<file path="config.mk">
export PLATFORM = sky130hd
export DESIGN_NAME = dig_period_counter
export DESIGN_NICKNAME = d
export VERILOG_FILES = /design/src/rtl/dig_period_counter.sv
export SDC_FILE = /design/constraint.sdc
export NUM_CORES = 1
export LEC_CHECK = 0
export CAP_MARGIN = 20
export CORE_ASPECT_RATIO = 1.25
export CORE_MARGIN = 4
export CORE_UTILIZATION = 60
export CTS_CLUSTER_SIZE = 14
export DETAILED_ROUTE_END_ITERATION = 10
export DONT_BUFFER_PORTS = 1
export HOLD_SLACK_MARGIN = 0.08
export PLACE_DENSITY = 0.76
export SLEW_MARGIN = 0
export SYNTH_ARGS = -nofsm -noshare
export SYNTH_HDL_FRONTEND = slang
export SYNTH_SLANG_ARGS = --single-unit
</file>
<file path="constraint.sdc">
create_clock -name i_clk -period 4.1 [get_ports i_clk]
set_input_delay 0.615 -clock i_clk [delete_from_list [all_inputs] [get_ports i_clk]]
set_output_delay 0.615 -clock i_clk [all_outputs]
set_load 0.03 [all_outputs]
</file>
<file path="src/rtl/dig_period_counter.sv">
// -----------------------------------------------------------------------------
// dig_period_counter
//
// Period counter for a comparator-based relaxation oscillator readout.
// The block discharges the analog integrator (o_reset high) for RST_CYCLES
// clocks, releases it, and counts clk cycles until the comparator output
// rises. 2^AVG_LOG2 consecutive periods are summed and the truncated mean is
// delivered on a valid/ready result port. A period that reaches the counter
// ceiling without a comparator edge is a timeout: it counts as the ceiling
// value and flags the result as saturated.
//
// Parameters
//   CNT_W      period counter / result width; counter saturates at 2^CNT_W-1
//   RST_CYCLES cycles o_reset is held high per discharge (>= 1)
//   AVG_LOG2   log2 of periods accumulated per result (0 = every period)
//
// Ports
//   i_clk    in   1      system clock
//   i_rst    in   1      synchronous reset, active-high, overrides everything
//   i_en     in   1      measurement enable (0 parks the block in IDLE)
//   i_cmp    in   1      comparator output, 1 = threshold crossed
//   o_reset  out  1      analog discharge switch, 1 = discharging
//   o_data   out  CNT_W  averaged period in clk cycles
//   o_sat    out  1      result contains at least one timed-out period
//   o_valid  out  1      o_data / o_sat valid
//   i_ready  in   1      consumer accepts when o_valid && i_ready
//   o_ovr    out  1      sticky: a result was dropped while o_valid && !i_ready
//
// Configuration macro
//   DIG_CMP_SYNC_EN  when defined, i_cmp passes through a 2-flop synchroniser
//                    before edge detection. Measured periods then read 2
//                    cycles longer and the response moves 2 cycles later.
//                    When undefined, i_cmp must already be synchronous to clk.
// -----------------------------------------------------------------------------
module dig_period_counter #(
  parameter int CNT_W      = 8,
  parameter int RST_CYCLES = 101,
  parameter int AVG_LOG2   = 0
) (
  input  logic             i_clk,
  input  logic             i_rst,
  input  logic             i_en,
  input  logic             i_cmp,
  output logic             o_reset,
  output logic [CNT_W-1:0] o_data,
  output logic             o_sat,
  output logic             o_valid,
  input  logic             i_ready,
  output logic             o_ovr
);

  // ---------------------------------------------------------------------------
  // Derived sizes
  // ---------------------------------------------------------------------------
  // Accumulator holds 2^AVG_LOG2 periods of at most 2^CNT_W-1, so it never wraps.
  localparam int ACC_W = CNT_W + AVG_LOG2;
  // Keep the period-index and discharge counters at least one bit wide so the
  // degenerate configurations (AVG_LOG2=0, RST_CYCLES=1) stay legal.
  localparam int N_W   = (AVG_LOG2 > 0) ? AVG_LOG2 : 1;
  localparam int RC_W  = (RST_CYCLES > 1) ? $clog2(RST_CYCLES) : 1;

  localparam logic [CNT_W-1:0] CNT_MAX  = {CNT_W{1'b1}};
  localparam logic [N_W-1:0]   N_LAST   = N_W'((1 << AVG_LOG2) - 1);
  localparam logic [RC_W-1:0]  RST_LAST = RC_W'(RST_CYCLES - 1);

  typedef enum logic [1:0] {
    S_IDLE   = 2'd0,
    S_DISCH  = 2'd1,
    S_CHARGE = 2'd2
  } state_t;

  // ---------------------------------------------------------------------------
  // Registers
  // ---------------------------------------------------------------------------
  state_t             r_state;
  logic [RC_W-1:0]    r_rcnt;    // discharge cycle counter
  logic [CNT_W-1:0]   r_cnt;     // charge cycle counter (saturating)
  logic [ACC_W-1:0]   r_acc;     // sum of completed periods in this result
  logic [N_W-1:0]     r_n;       // index of the period being measured
  logic               r_psat;    // OR of timeout flags of completed periods
  logic               r_cmp_q;   // previous comparator sample for edge detect
  logic               r_reset;
  logic [CNT_W-1:0]   r_data;
  logic               r_sat;
  logic               r_valid;
  logic               r_ovr;

  // ---------------------------------------------------------------------------
  // Next-state / datapath wires
  // ---------------------------------------------------------------------------
  state_t             w_state_nxt;
  logic [RC_W-1:0]    w_rcnt_nxt;
  logic [CNT_W-1:0]   w_cnt_nxt;
  logic [ACC_W-1:0]   w_acc_nxt;
  logic [N_W-1:0]     w_n_nxt;
  logic               w_psat_nxt;
  logic [CNT_W-1:0]   w_data_nxt;
  logic               w_sat_nxt;
  logic               w_valid_nxt;
  logic               w_ovr_nxt;
  logic               w_reset_nxt;

  logic               w_cmp_s;    // comparator as seen by the edge detector
  logic               w_cmp_rise;
  logic               w_at_max;
  logic               w_timeout;
  logic               w_event;
  logic               w_last;
  logic               w_result;
  logic [ACC_W-1:0]   w_psum;
  logic [CNT_W-1:0]   w_res_data;
  logic               w_res_sat;

  // ---------------------------------------------------------------------------
  // Comparator conditioning
  // ---------------------------------------------------------------------------
`ifdef DIG_CMP_SYNC_EN
  logic r_sync1;
  logic r_sync2;

  always_ff @(posedge i_clk) begin
    if (i_rst) begin
      r_sync1 <= 1'b0;
      r_sync2 <= 1'b0;
    end else begin
      r_sync1 <= i_cmp;
      r_sync2 <= r_sync1;
    end
  end

  assign w_cmp_s = r_sync2;
`else
  assign w_cmp_s = i_cmp;
`endif

  // ---------------------------------------------------------------------------
  // Measurement datapath
  // ---------------------------------------------------------------------------
  assign w_cmp_rise = w_cmp_s & ~r_cmp_q;
  assign w_at_max   = (r_cnt == CNT_MAX);
  // A rise on the ceiling cycle is a genuine edge, not a timeout.
  assign w_timeout  = w_at_max & ~w_cmp_rise;
  assign w_event    = (r_state == S_CHARGE) & (w_cmp_rise | w_at_max);
  assign w_last     = (r_n == N_LAST);
  assign w_psum     = r_acc + ACC_W'(r_cnt);
  assign w_res_data = CNT_W'(w_psum >> AVG_LOG2);
  assign w_res_sat  = r_psat | w_timeout;
  // Disabling the block discards an event seen in the same cycle.
  assign w_result   = i_en & w_event & w_last;

  // ---------------------------------------------------------------------------
  // FSM next state and measurement counters
  // ---------------------------------------------------------------------------
  // NOTE: every signal gets its default before the case statement; a path
  // that skips an assignment would otherwise infer a latch.
  always_comb begin
    w_state_nxt = r_state;
    w_rcnt_nxt  = r_rcnt;
    w_cnt_nxt   = r_cnt;
    w_acc_nxt   = r_acc;
    w_n_nxt     = r_n;
    w_psat_nxt  = r_psat;

    if (!i_en) begin
      // Abandon any partial accumulation and park with the switch closed.
      w_state_nxt = S_IDLE;
      w_rcnt_nxt  = '0;
      w_cnt_nxt   = '0;
      w_acc_nxt   = '0;
      w_n_nxt     = '0;
      w_psat_nxt  = 1'b0;
    end else begin
      unique case (r_state)
        S_IDLE: begin
          w_state_nxt = S_DISCH;
          w_rcnt_nxt  = '0;
        end

        S_DISCH: begin
          // Comparator is ignored while the integrator is shorted.
          if (r_rcnt == RST_LAST) begin
            w_state_nxt = S_CHARGE;
            w_cnt_nxt   = '0;
          end else begin
            w_rcnt_nxt  = r_rcnt + RC_W'(1);
          end
        end

        S_CHARGE: begin
          if (w_event) begin
            if (w_last) begin
              w_acc_nxt  = '0;
              w_n_nxt    = '0;
              w_psat_nxt = 1'b0;
            end else begin
              w_acc_nxt  = w_psum;
              w_n_nxt    = r_n + N_W'(1);
              w_psat_nxt = w_res_sat;
            end
            w_state_nxt = S_DISCH;
            w_rcnt_nxt  = '0;
          end else begin
            // No event implies the counter is still below its ceiling.
            w_cnt_nxt = r_cnt + CNT_W'(1);
          end
        end

        default: begin
          w_state_nxt = S_IDLE;
        end
      endcase
    end

    // The switch is open only while charging; decoding the next state keeps
    // o_reset registered and aligned with the state register.
    w_reset_nxt = (w_state_nxt != S_CHARGE);
  end

  // ---------------------------------------------------------------------------
  // Result port handshake
  // ---------------------------------------------------------------------------
  always_comb begin
    w_data_nxt  = r_data;
    w_sat_nxt   = r_sat;
    w_valid_nxt = r_valid;
    w_ovr_nxt   = r_ovr;

    if (w_result) begin
      if (r_valid && !i_ready) begin
        // Consumer is stalled: keep the pending result, drop the new one.
        w_ovr_nxt = 1'b1;
      end else begin
        // Either nothing pending or the pending result transfers this cycle.
        w_data_nxt  = w_res_data;
        w_sat_nxt   = w_res_sat;
        w_valid_nxt = 1'b1;
      end
    end else if (r_valid && i_ready) begin
      w_valid_nxt = 1'b0;
    end
  end

  // ---------------------------------------------------------------------------
  // State registers
  // ---------------------------------------------------------------------------
  // NOTE: non-blocking assignments so every flop samples pre-edge values,
  // independent of statement order.
  always_ff @(posedge i_clk) begin
    if (i_rst) begin
      r_state <= S_DISCH;
      r_rcnt  <= '0;
      r_cnt   <= '0;
      r_acc   <= '0;
      r_n     <= '0;
      r_psat  <= 1'b0;
      r_cmp_q <= 1'b0;
      r_reset <= 1'b1;
      r_data  <= '0;
      r_sat   <= 1'b0;
      r_valid <= 1'b0;
      r_ovr   <= 1'b0;
    end else begin
      r_state <= w_state_nxt;
      r_rcnt  <= w_rcnt_nxt;
      r_cnt   <= w_cnt_nxt;
      r_acc   <= w_acc_nxt;
      r_n     <= w_n_nxt;
      r_psat  <= w_psat_nxt;
      r_cmp_q <= w_cmp_s;
      r_reset <= w_reset_nxt;
      r_data  <= w_data_nxt;
      r_sat   <= w_sat_nxt;
      r_valid <= w_valid_nxt;
      r_ovr   <= w_ovr_nxt;
    end
  end

  assign o_reset = r_reset;
  assign o_data  = r_data;
  assign o_sat   = r_sat;
  assign o_valid = r_valid;
  assign o_ovr   = r_ovr;

endmodule
</file>
==> results of run 1 <==
-- worst min-delay path by stage --
stage                     end  slack, ns  depth (start not counted)
floorplan           r_rcnt[6]       0.45                          2
global placement    r_rcnt[6]       0.47                          2
detailed placement  r_rcnt[6]       0.49                          2
CTS                 o_data[7]       0.32                          1
global route        o_data[0]       0.31                          1
finish                  o_sat       0.33                          1
-- per-layer routing --
layer / up-vias / track usage / share of wire
li1: 632 / - / -
met1: 617 / 0.253 / 0.41
met2: 29 / 0.358 / 0.53
met3: 6 / 0.0573 / 0.052
met4: 0 / 0.0787 / 0.011
met5: - / 0 / 0
-- flip-flops by register name, summed over array words and instances (netlist names) --
signal	flops
o_data	8
o_ovr	1
o_reset	1
o_sat	1
o_valid	1
r_cmp_q	1
r_cnt	8
r_rcnt	7
r_state	2
-- layout make-up --
type	instances	area (sq um)
Clock buffer	6	51.3
Clock inverter	2	60.1
Fill cell	192	686
Inverter	7	26.3
Multi-Input combinational cell	122	759
Sequential cell	30	601
Tap cell	31	38.8
Timing Repair Buffer	2	12.5
-- per-stage QoR --
stage / hold slack, ns / instances / setup WS, ns / util / total power, W
2_1_floorplan: 0.452 / 166 / 2.47 / - / 0.000315
3_3_place_gp: 0.467 / 190 / 2.12 / 0.638 / 0.000317
3_5_place_dp: 0.485 / 190 / 2.00 / 0.638 / 0.000318
4_1_cts: 0.319 / 198 / 1.99 / 0.688 / 0.000628
5_1_grt: 0.311 / 200 / 1.98 / 0.693 / 0.000644
6_report: 0.331 / 200 / 2.15 / 0.693 / 0.000624
-- layout by cell type, fill, tap and decap left out, types with 2 or more instances in the layout --
cell type,instances
a21oi_1,23
nand3_1,9
or4_1,6
inv_1,7
nand2b_1,4
nand2_1,9
o31ai_1,18
or2_2,2
nor2_1,6
o21ai_0,9
bufinv_16,2
nand4_1,11
nor2b_1,4
dfxtp_1,30
or3_1,3
ha_1,3
clkbuf_4,6
-- worst reg2reg max path, stage by stage (launching register included) --
cell	delay, ns
dfxtp_1	0.44
ha_1	0.23
nand3_1	0.14
o211ai_1	0.59
o21ai_0	0.24
and2_1	0.22
-- Yosys cell counts (2+ instances only) --
master,count,area share
a21oi_1,23,0.081
inv_1,7,0.018
o21ai_0,9,0.032
nand2_1,9,0.024
ha_1,3,0.026
nor2_1,6,0.016
clkbuf_1,4,0.011
nand2b_1,4,0.018
o31ai_1,18,0.095
dfxtp_1,30,0.42
or2_2,2,0.0088
nor2b_1,4,0.018
or4_1,6,0.032
nand3_1,9,0.032
or3_1,3,0.013
nand4_1,11,0.048
-- power groups by stage --
stage	clock network, W	logic [W]	registers (W)
after floorplan	0	0.0000137	0.000301
after global placement	0	0.0000154	0.000302
after detailed placement	0	0.0000158	0.000302
after CTS	0.000317	0.0000160	0.000295
after global routing	0.000330	0.0000184	0.000295
final	0.000313	0.0000161	0.000295
-- logic make-up after synthesis --
family	after synthesis	synth area share
simple gates	61	0.248
compound gates	57	0.254
flops	30	0.423
buf+inv	14	0.0431
fa+ha+maj	3	0.0264
xor+xnor	1	0.00616
==> results.py, run 1 <==
metrics = {
    "clock_tree": {
        "insertion_delay_ns": 0.34,
        "clk_path_buf_depth": 2,
        "htree_num_levels": 2,
        "path_clk_slew_ns": 0.10,
        "cts_made_buffers": 5,
        "cts_root_buf": "clkbuf_4",
        "postCtsResizedCells": 0,
        "tritoncts": "done",
        "postCtsHoldBufs": 0,
        "cts.sinks": 30,
        "postCtsSetupRepairBufs": 0,
    },
    "power_and_ir_drop": {
        "clockPowerShare": 0.501,
        "power_density_nw_per_um2": 403,
        "irDropWorstVdd_mv": 0.354,
        "leakage_nw": 0.482,
        "switching_power_w": 0.000119,
        "p_comb_frac": 0.026,
        "switching_share": 0.191,
        "pwr-share-seq": 0.473,
        "power.internal_w": 0.000504,
    },
    "grt": {
        "antenna_found_initial": 0,
        "grt_pass1_vias": 1196,
        "grt_max_degree": 15,
        "grt.total_usage": 0.213,
        "grt-ovfl-total": 0,
        "grt_first_pass_wirelength_mm": 5.39,
    },
    "logic_synthesis": {
        "synth_fp_nets": 174,
        "synth_cell_type_count": 34,
        "syn_area_per_cell_sq_um": 8.56,
        "seq_area_frac_synth": 0.423,
        "ys_async_sr_fraction": 0,
        "netlist_instances": 166,
        "synthFlopType": "dfxtp_1",
        "ys_seq_elements": 30,
        "yosysWarnings": 0,
        "synth-edff-count": 0,
        "netlist_area_sq_um": 1420,
    },
    "critical_path": {
        "critPathArrivalTime_ns": 2.18,
        "crit_type": "flip-flop to flip-flop",
        "regToRegEndpoint": "r_state[1]",
        "reg2reg_setup_slack_ns": 2.15,
        "start_kind": "flip-flop",
        "critPathRequiredTime_ns": 4.33,
        "crit_start": "r_cnt[0]",
        "critPathMaxFanout": 11,
        "reg2regPathDepth": 5,
        "rr_startpoint": "r_cnt[0]",
        "crit_chain": "ha_1 > nand3_1 > o211ai_1 > o21ai_0 > and2_1",
        "cp_num_buf_inv": 0,
        "path_delay_family": "compound AO/OA/AOI/OAI gates",
        "cp_slowest_cell": "o211ai_1",
        "cp-end-kind": "flip-flop",
        "cp-endpoint": "r_state[1]",
        "crit_cells": 5,
        "slowest_delay_ns": 0.59,
    },
    "drt": {
        "ant_nets": 0,
        "vias_per_cell": 6.42,
        "dr.first_iter.drc_count": 24,
        "finalWirelength_mm": 3.14,
        "wire_per_inst_um": 15.7,
        "first_pass_iters": 4,
        "drc": 0,
        "num_vias": 1284,
    },
    "floorplan": {
        "pin_count": 17,
        "die_h_um": 62.4,
        "num_rows": 19,
        "start_util": 0.636,
        "dieArea_sq_um": 3220,
        "coreArea_sq_um": 2230,
        "die_x_um": 51.5,
    },
    "hold_path": {
        "hp-start": "i_rst",
        "min_path_type": "primary input to flip-flop",
    },
    "sta": {
        "max_slew.worst_pin.slew_ns": 0.733,
        "finalSetupViolCount": 0,
        "period_minus_slack_ns": 1.95,
        "fin_worst_skew_ns": 0.0139,
        "fmax_ghz": 0.512,
        "setup_tns_ns": 0,
        "fin_crit_sh": 0.476,
        "relSlewSlack": 0.511,
        "rsz0062_at_grt": "no",
        "maxSlewViolCount": 0,
        "finalHoldViolations": 0,
    },
    "placement": {
        "hpwl_mm": 2.21,
        "place_area_sq_um": 1430,
        "place_congestion": 0.793,
        "numPortBuffers": 0,
    },
    "flow_run": {
        "drv_cap": 0,
    },
    "layout": {
        "design_area_sq_um": 1550,
        "diodes": 0,
        "final_nets": 176,
        "area_delta_synth_final_pct": 8.98,
        "drive_gt1_frac": 0.0888,
    },
    "run_status": {
        "status": "complete, no violations",
    },
}
(Power assumes the default switching activity.)
==> run 2, diff against run 1 <==
clock period = 1.8 ns   (was 4.1 ns; I/O delays follow)
==> run 2 against run 1 <==
Cell area increased by 4.8%. Core utilization up 3.4 points. Largest cell class unchanged. Register-to-register slack got worse by 2.1 ns. Via count increased by 4.5%. First-iteration DRC count increased by 42%. Critical path type unchanged. Sequential share of layout area decreased by 1.3 points. Die area unchanged. Flip-flop and latch count is the same. Global-route usage increased by 1.8 points. Non-clock buffer count increased by 12. Fmax rose by 12%.
==> results.py, run 2 (synthesized netlist as in run 1, its figures left out) <==
metrics = {
    "placement": {
        "place_area_sq_um": 1500,
        "numPortBuffers": 0,
        "dp_cells": 200,
        "place_congestion": 0.803,
        "hpwl_mm": 2.28,
    },
    "clock_tree": {
        "path_clk_slew_ns": 0.09,
        "cts_root_buf": "clkbuf_4",
        "cts.sinks": 30,
        "tritoncts": "done",
        "htree_num_levels": 2,
        "insertion_delay_ns": 0.34,
        "clk_path_buf_depth": 2,
        "cts_made_buffers": 5,
    },
    "critical_path": {
        "critPathArrivalTime_ns": 2.02,
        "start_kind": "flip-flop",
        "critPathMaxFanout": 9,
        "cp_slowest_cell": "or4_1",
        "path_delay_family": "simple AND/OR/NAND/NOR gates",
        "cp-end-kind": "flip-flop",
        "crit_chain": "ha_2 > and3_4 > a211oi_4 > buf_4 > or4_1 > a21oi_2",
        "cp_num_buf_inv": 1,
        "reg2reg_setup_slack_ns": 0.06,
        "slowest_delay_ns": 0.53,
        "crit_type": "flip-flop to flip-flop",
        "critPathRequiredTime_ns": 2.07,
    },
    "sta": {
        "max_slew.worst_pin.slew_ns": 0.692,
        "relSlewSlack": 0.534,
        "fin_crit_sh": 0.969,
        "rsz0062_at_grt": "no",
        "finalHoldViolations": 0,
        "finalSetupViolCount": 0,
        "fmax_ghz": 0.573,
        "maxSlewViolCount": 0,
        "setup_tns_ns": 0,
        "holdWs_ns": 0.105,
        "fin_worst_skew_ns": 0.00732,
        "period_minus_slack_ns": 1.74,
    },
    "layout": {
        "design_area_sq_um": 1620,
        "final_cell_mix": "26 x dfxtp_1, 20 x a21oi_1, 18 x o31ai_1, 12 x buf_4, 11 x nand4_1",
        "utilization": 0.727,
        "instances_no_fill": 212,
        "final_nets": 188,
        "final_common_cell": "dfxtp_1",
        "diodes": 0,
        "drive_gt1_frac": 0.182,
        "area_delta_synth_final_pct": 14.3,
    },
    "floorplan": {
        "start_util": 0.636,
        "num_rows": 19,
        "pin_count": 17,
        "die_x_um": 51.5,
        "die_h_um": 62.4,
        "dieArea_sq_um": 3220,
        "coreArea_sq_um": 2230,
    },
    "run_status": {
        "status": "complete, no violations",
    },
    "drt": {
        "vias_per_cell": 6.33,
        "wire_per_inst_um": 15.7,
        "finalWirelength_mm": 3.33,
        "dr.first_iter.drc_count": 34,
        "first_pass_iters": 4,
        "num_vias": 1342,
        "drc": 0,
        "ant_nets": 0,
    },
    "power_and_ir_drop": {
        "leakage_nw": 0.519,
        "p_comb_frac": 0.045,
        "switching_share": 0.233,
        "power.internal_w": 0.000873,
        "pwr-share-seq": 0.588,
        "switching_power_w": 0.000266,
        "irDropWorstVdd_mv": 0.622,
        "clockPowerShare": 0.366,
        "power_density_nw_per_um2": 701,
    },
    "grt": {
        "grt_pass1_vias": 1244,
        "grt_max_degree": 14,
        "grt.total_usage": 0.231,
        "grt-ovfl-total": 0,
        "antenna_found_initial": 0,
        "grt_first_pass_wirelength_mm": 5.67,
    },
    "hold_path": {
        "min_path_type": "primary input to flip-flop",
    },
    "flow_run": {
        "drv_cap": 0,
    },
}
run 2: worst paths after layout:
path	end	from	depth (start not counted)
max	r_rcnt[4]	r_cnt[0]	6
min	o_reset	i_rst	2
max reg2reg	r_rcnt[4]	r_cnt[0]	6
min reg2reg	r_rcnt[6]	r_rcnt[6]	2
run 2: area by class of cell:
type / count / area, sq um
multi-input cells: 122 / 781
fillers: 190 / 611
inverters: 7 / 26.3
clock inverters: 1 / 5.00
well taps: 31 / 38.8
flip-flops and latches: 30 / 608
repair buffers: 14 / 110
clock buffers: 7 / 55.1
run 2: power by group through the flow:
stage,sequential [W],clock [W],combinational (W)
6_report,0.000670,0.000417,0.0000517
5_1_grt,0.000671,0.000454,0.0000572
4_1_cts,0.000671,0.000424,0.0000497
3_5_place_dp,0.000687,0,0.0000421
3_3_place_gp,0.000686,0,0.0000409
2_1_floorplan,0.000686,0,0.0000312
run 2: routing by layer:
metal,track usage,up-vias,wire length (um)
met2,0.392,48,1760
li1,-,652,-
met3,0.0788,8,210
met4,0.0885,0,70
met1,0.260,634,1290
met5,0,-,0
run 2: through the flow:
| step | total power, W | setup WS (ns) |
|---|---|---|
| after floorplan | 0.000717 | 0.166 |
| after global placement | 0.000727 | -0.00780 |
| after detailed placement | 0.000729 | -0.0676 |
| after CTS | 0.00114 | 0.0241 |
| after global routing | 0.00118 | 0.00158 |
| final | 0.00114 | 0.0552 |
run 2: timing repair:
| item | 4_1_cts | 5_1_grt |
|---|---|---|
| buffers inserted | 2 | 0 |
| pin swaps | 1 | 1 |
| hold buffers | 2 | 0 |
| hold endpoints to repair | 13 | 0 |
| endpoints found under the setup margin | 5 | 14 |
| gates resized for setup | 1 | 10 |
==> run 3, diff against run 2 <==
ABC_AREA = 1   (was unset)
==> run 3 against run 2 <==
Worst hold slack improved by 0.058 ns. Non-clock buffer count is 11 lower. Critical path depth rose by 3.
==> results.py, run 3 <==
metrics = {
    "critical_path": {
        "rr_startpoint": "r_cnt[0]",
        "cp-end-kind": "flip-flop",
        "critPathMaxFanout": 12,
        "critPathRequiredTime_ns": 2.06,
        "reg2reg_setup_slack_ns": 0.18,
        "slowest_delay_ns": 0.41,
        "start_kind": "flip-flop",
        "crit_type": "flip-flop to flip-flop",
        "crit_chain": "ha_1 > nand2_1 > nor2_2 > nand2_2 > nand2_2 > nor2_1 > nor2_2 > nand2_1 > a21oi_1",
        "reg2regPathDepth": 9,
        "critPathArrivalTime_ns": 1.88,
        "regToRegEndpoint": "r_rcnt[6]",
        "cp_slowest_cell": "dfxtp_1",
    },
    "sta": {
        "finalHoldViolations": 0,
        "max_slew.worst_pin.slew_ns": 0.468,
        "maxSlewViolCount": 0,
        "fmax_ghz": 0.616,
        "relSlewSlack": 0.687,
        "setup_ws_ns": 0.176,
        "rsz0062_at_grt": "no",
        "finalSetupViolCount": 0,
        "fin_crit_sh": 0.902,
        "period_minus_slack_ns": 1.62,
        "fin_worst_skew_ns": 0.00890,
        "setup_tns_ns": 0,
    },
    "layout": {
        "final_common_cell": "nand2_1",
        "diodes": 0,
        "final_cell_mix": "51 x nand2_1, 30 x dfxtp_1, 23 x a21oi_1, 21 x inv_1, 21 x nor2_1",
        "seq_area_sq_um": 601,
        "multi_input_area_sq_um": 782,
        "fill_cells": 223,
        "drive_gt1_frac": 0.144,
        "utilization": 0.670,
        "final_nets": 223,
        "area_delta_synth_final_pct": 8.24,
    },
    "logic_synthesis": {
        "synth.largest_area_cell": "dfxtp_1",
        "netlist_instances": 209,
        "ys_seq_elements": 30,
        "seq_area_frac_synth": 0.400,
        "yosys-top-cells-area": "dfxtp_1 40%, nand2_1 13%, a21oi_1 7.7%",
        "ys_async_sr_fraction": 0,
        "yosysWarnings": 0,
        "netlist_area_sq_um": 1500,
        "netlist.area_leader.share": 0.400,
        "synth_cell_type_count": 24,
        "synthFlopType": "dfxtp_1",
        "synth-edff-count": 0,
        "syn_area_per_cell_sq_um": 7.19,
        "synth_most_common_cell": "nand2_1",
        "synth_fp_nets": 217,
        "synth_common_cells": "51 x nand2_1, 30 x dfxtp_1, 23 x a21oi_1",
    },
    "grt": {
        "grt_pass1_vias": 1272,
        "grt-ovfl-total": 0,
        "grt_first_pass_wirelength_mm": 5.42,
        "grt_max_degree": 14,
        "grt.total_usage": 0.211,
        "antenna_found_initial": 0,
    },
    "floorplan": {
        "start_util": 0.619,
        "dieArea_sq_um": 3370,
        "pin_count": 17,
        "coreArea_sq_um": 2430,
        "num_rows": 20,
        "die_h_um": 64.0,
        "die_x_um": 52.8,
    },
    "flow_run": {
        "drv_cap": 0,
    },
    "drt": {
        "vias_per_cell": 5.43,
        "ant_nets": 0,
        "drc": 0,
        "wire_per_inst_um": 12.5,
        "finalWirelength_mm": 3.11,
        "dr.first_iter.drc_count": 22,
        "first_pass_iters": 4,
        "num_vias": 1351,
    },
    "run_status": {
        "status": "complete, no violations",
    },
    "power_and_ir_drop": {
        "leakage_nw": 0.625,
        "irDropWorstVdd_mv": 0.766,
        "power_density_nw_per_um2": 762,
    },
    "hold_path": {
        "min_path_type": "primary input to flip-flop",
        "hp-start": "i_ready",
        "min_to": "o_ovr",
        "holdPathStages": 3,
    },
    "placement": {
        "numPortBuffers": 0,
        "dpl_worst_slack_ns": 0.170,
        "place_congestion": 0.877,
        "hpwl_mm": 2.32,
    },
    "clock_tree": {
        "cts_root_buf": "clkbuf_4",
        "cts.sinks": 30,
        "clk_path_buf_depth": 2,
        "tritoncts": "done",
        "cts_made_buffers": 5,
        "htree_num_levels": 2,
        "postCtsSetupRepairBufs": 0,
        "insertion_delay_ns": 0.33,
        "path_clk_slew_ns": 0.09,
    },
}
[run 3: changes by cell type after synthesis, sizes merged, moves of 4 or more]
cell / change
nand2b: -4
nand2: +47
or4: -6
nor2: +23
nor2b: -4
nand3: +6
o31ai: -18
inv: +18
o21ai: -4
[run 3: what timing repair did]
item,4_1_cts,5_1_grt
hold endpoints to repair,13,0
endpoints found under the setup margin,0,7
gates resized for setup,0,1
hold buffers,2,0
[run 3: power by group]
group          leakage [nW]  switching, W  internal (W)
clock                0.0450      0.000232      0.000288
sequential            0.242    0.00000513      0.000668
combinational         0.337     0.0000331     0.0000137
[run 3: layout make-up]
| class | instances | share of cell area |
|---|---|---|
| Multi-Input combinational cell | 149 | 0.481 |
| Clock inverter | 3 | 0.0246 |
| Timing Repair Buffer | 3 | 0.0169 |
| Clock buffer | 5 | 0.0231 |
| Tap cell | 33 | 0.0254 |
| Sequential cell | 30 | 0.369 |
| Inverter | 26 | 0.0600 |
[run 3: cell families after synthesis]
family / Yosys count / share of synthesized area
AOI/OAI and AO/OA: 32 / 0.112
adders and majority gates: 3 / 0.0250
buffers and inverters: 30 / 0.0849
DFF: 30 / 0.400
and+or+nand+nor: 114 / 0.378
[run 3: stage by stage]
stage	area, sq um	std cells	power [W]	hold slack [ns]
4_1_cts	1620	249	0.00125	0.153
3_5_place_dp	1520	239	0.000727	0.343
3_3_place_gp	1520	239	0.000724	0.341
2_1_floorplan	1500	209	0.000724	0.339
5_1_grt	1630	249	0.00129	0.176
6_report	1630	249	0.00124	0.162
[run 3: per-layer routing]
layer	wire length, um	vias to the layer above	global-route usage
li1	-	702	-
met5	0	-	0
met4	91	0	0.0958
met2	1690	24	0.379
met1	1230	613	0.219
met3	93	12	0.0559
[run 3: how the worst max path moves through the flow]
stage	from	to	slack, ns	cells past startpoint
after floorplan	r_cnt[0]	o_data[0]	0.48	8
after global placement	r_cnt[0]	o_data[0]	0.26	8
after detailed placement	r_cnt[0]	o_data[4]	0.17	8
after CTS	r_cnt[0]	o_data[1]	0.14	8
after global routing	r_cnt[1]	r_rcnt[6]	0.005	9
final	r_cnt[0]	r_rcnt[6]	0.18	9
[run 3: critical path, delay by kind of cell, from the launching register on]
family / cells / cell delay (ns)
AO/OA/AOI/OAI: 1 / 0.11
adder cells (fa/ha/maj): 1 / 0.19
flip-flops: 1 / 0.41
AND/OR/NAND/NOR: 7 / 0.84
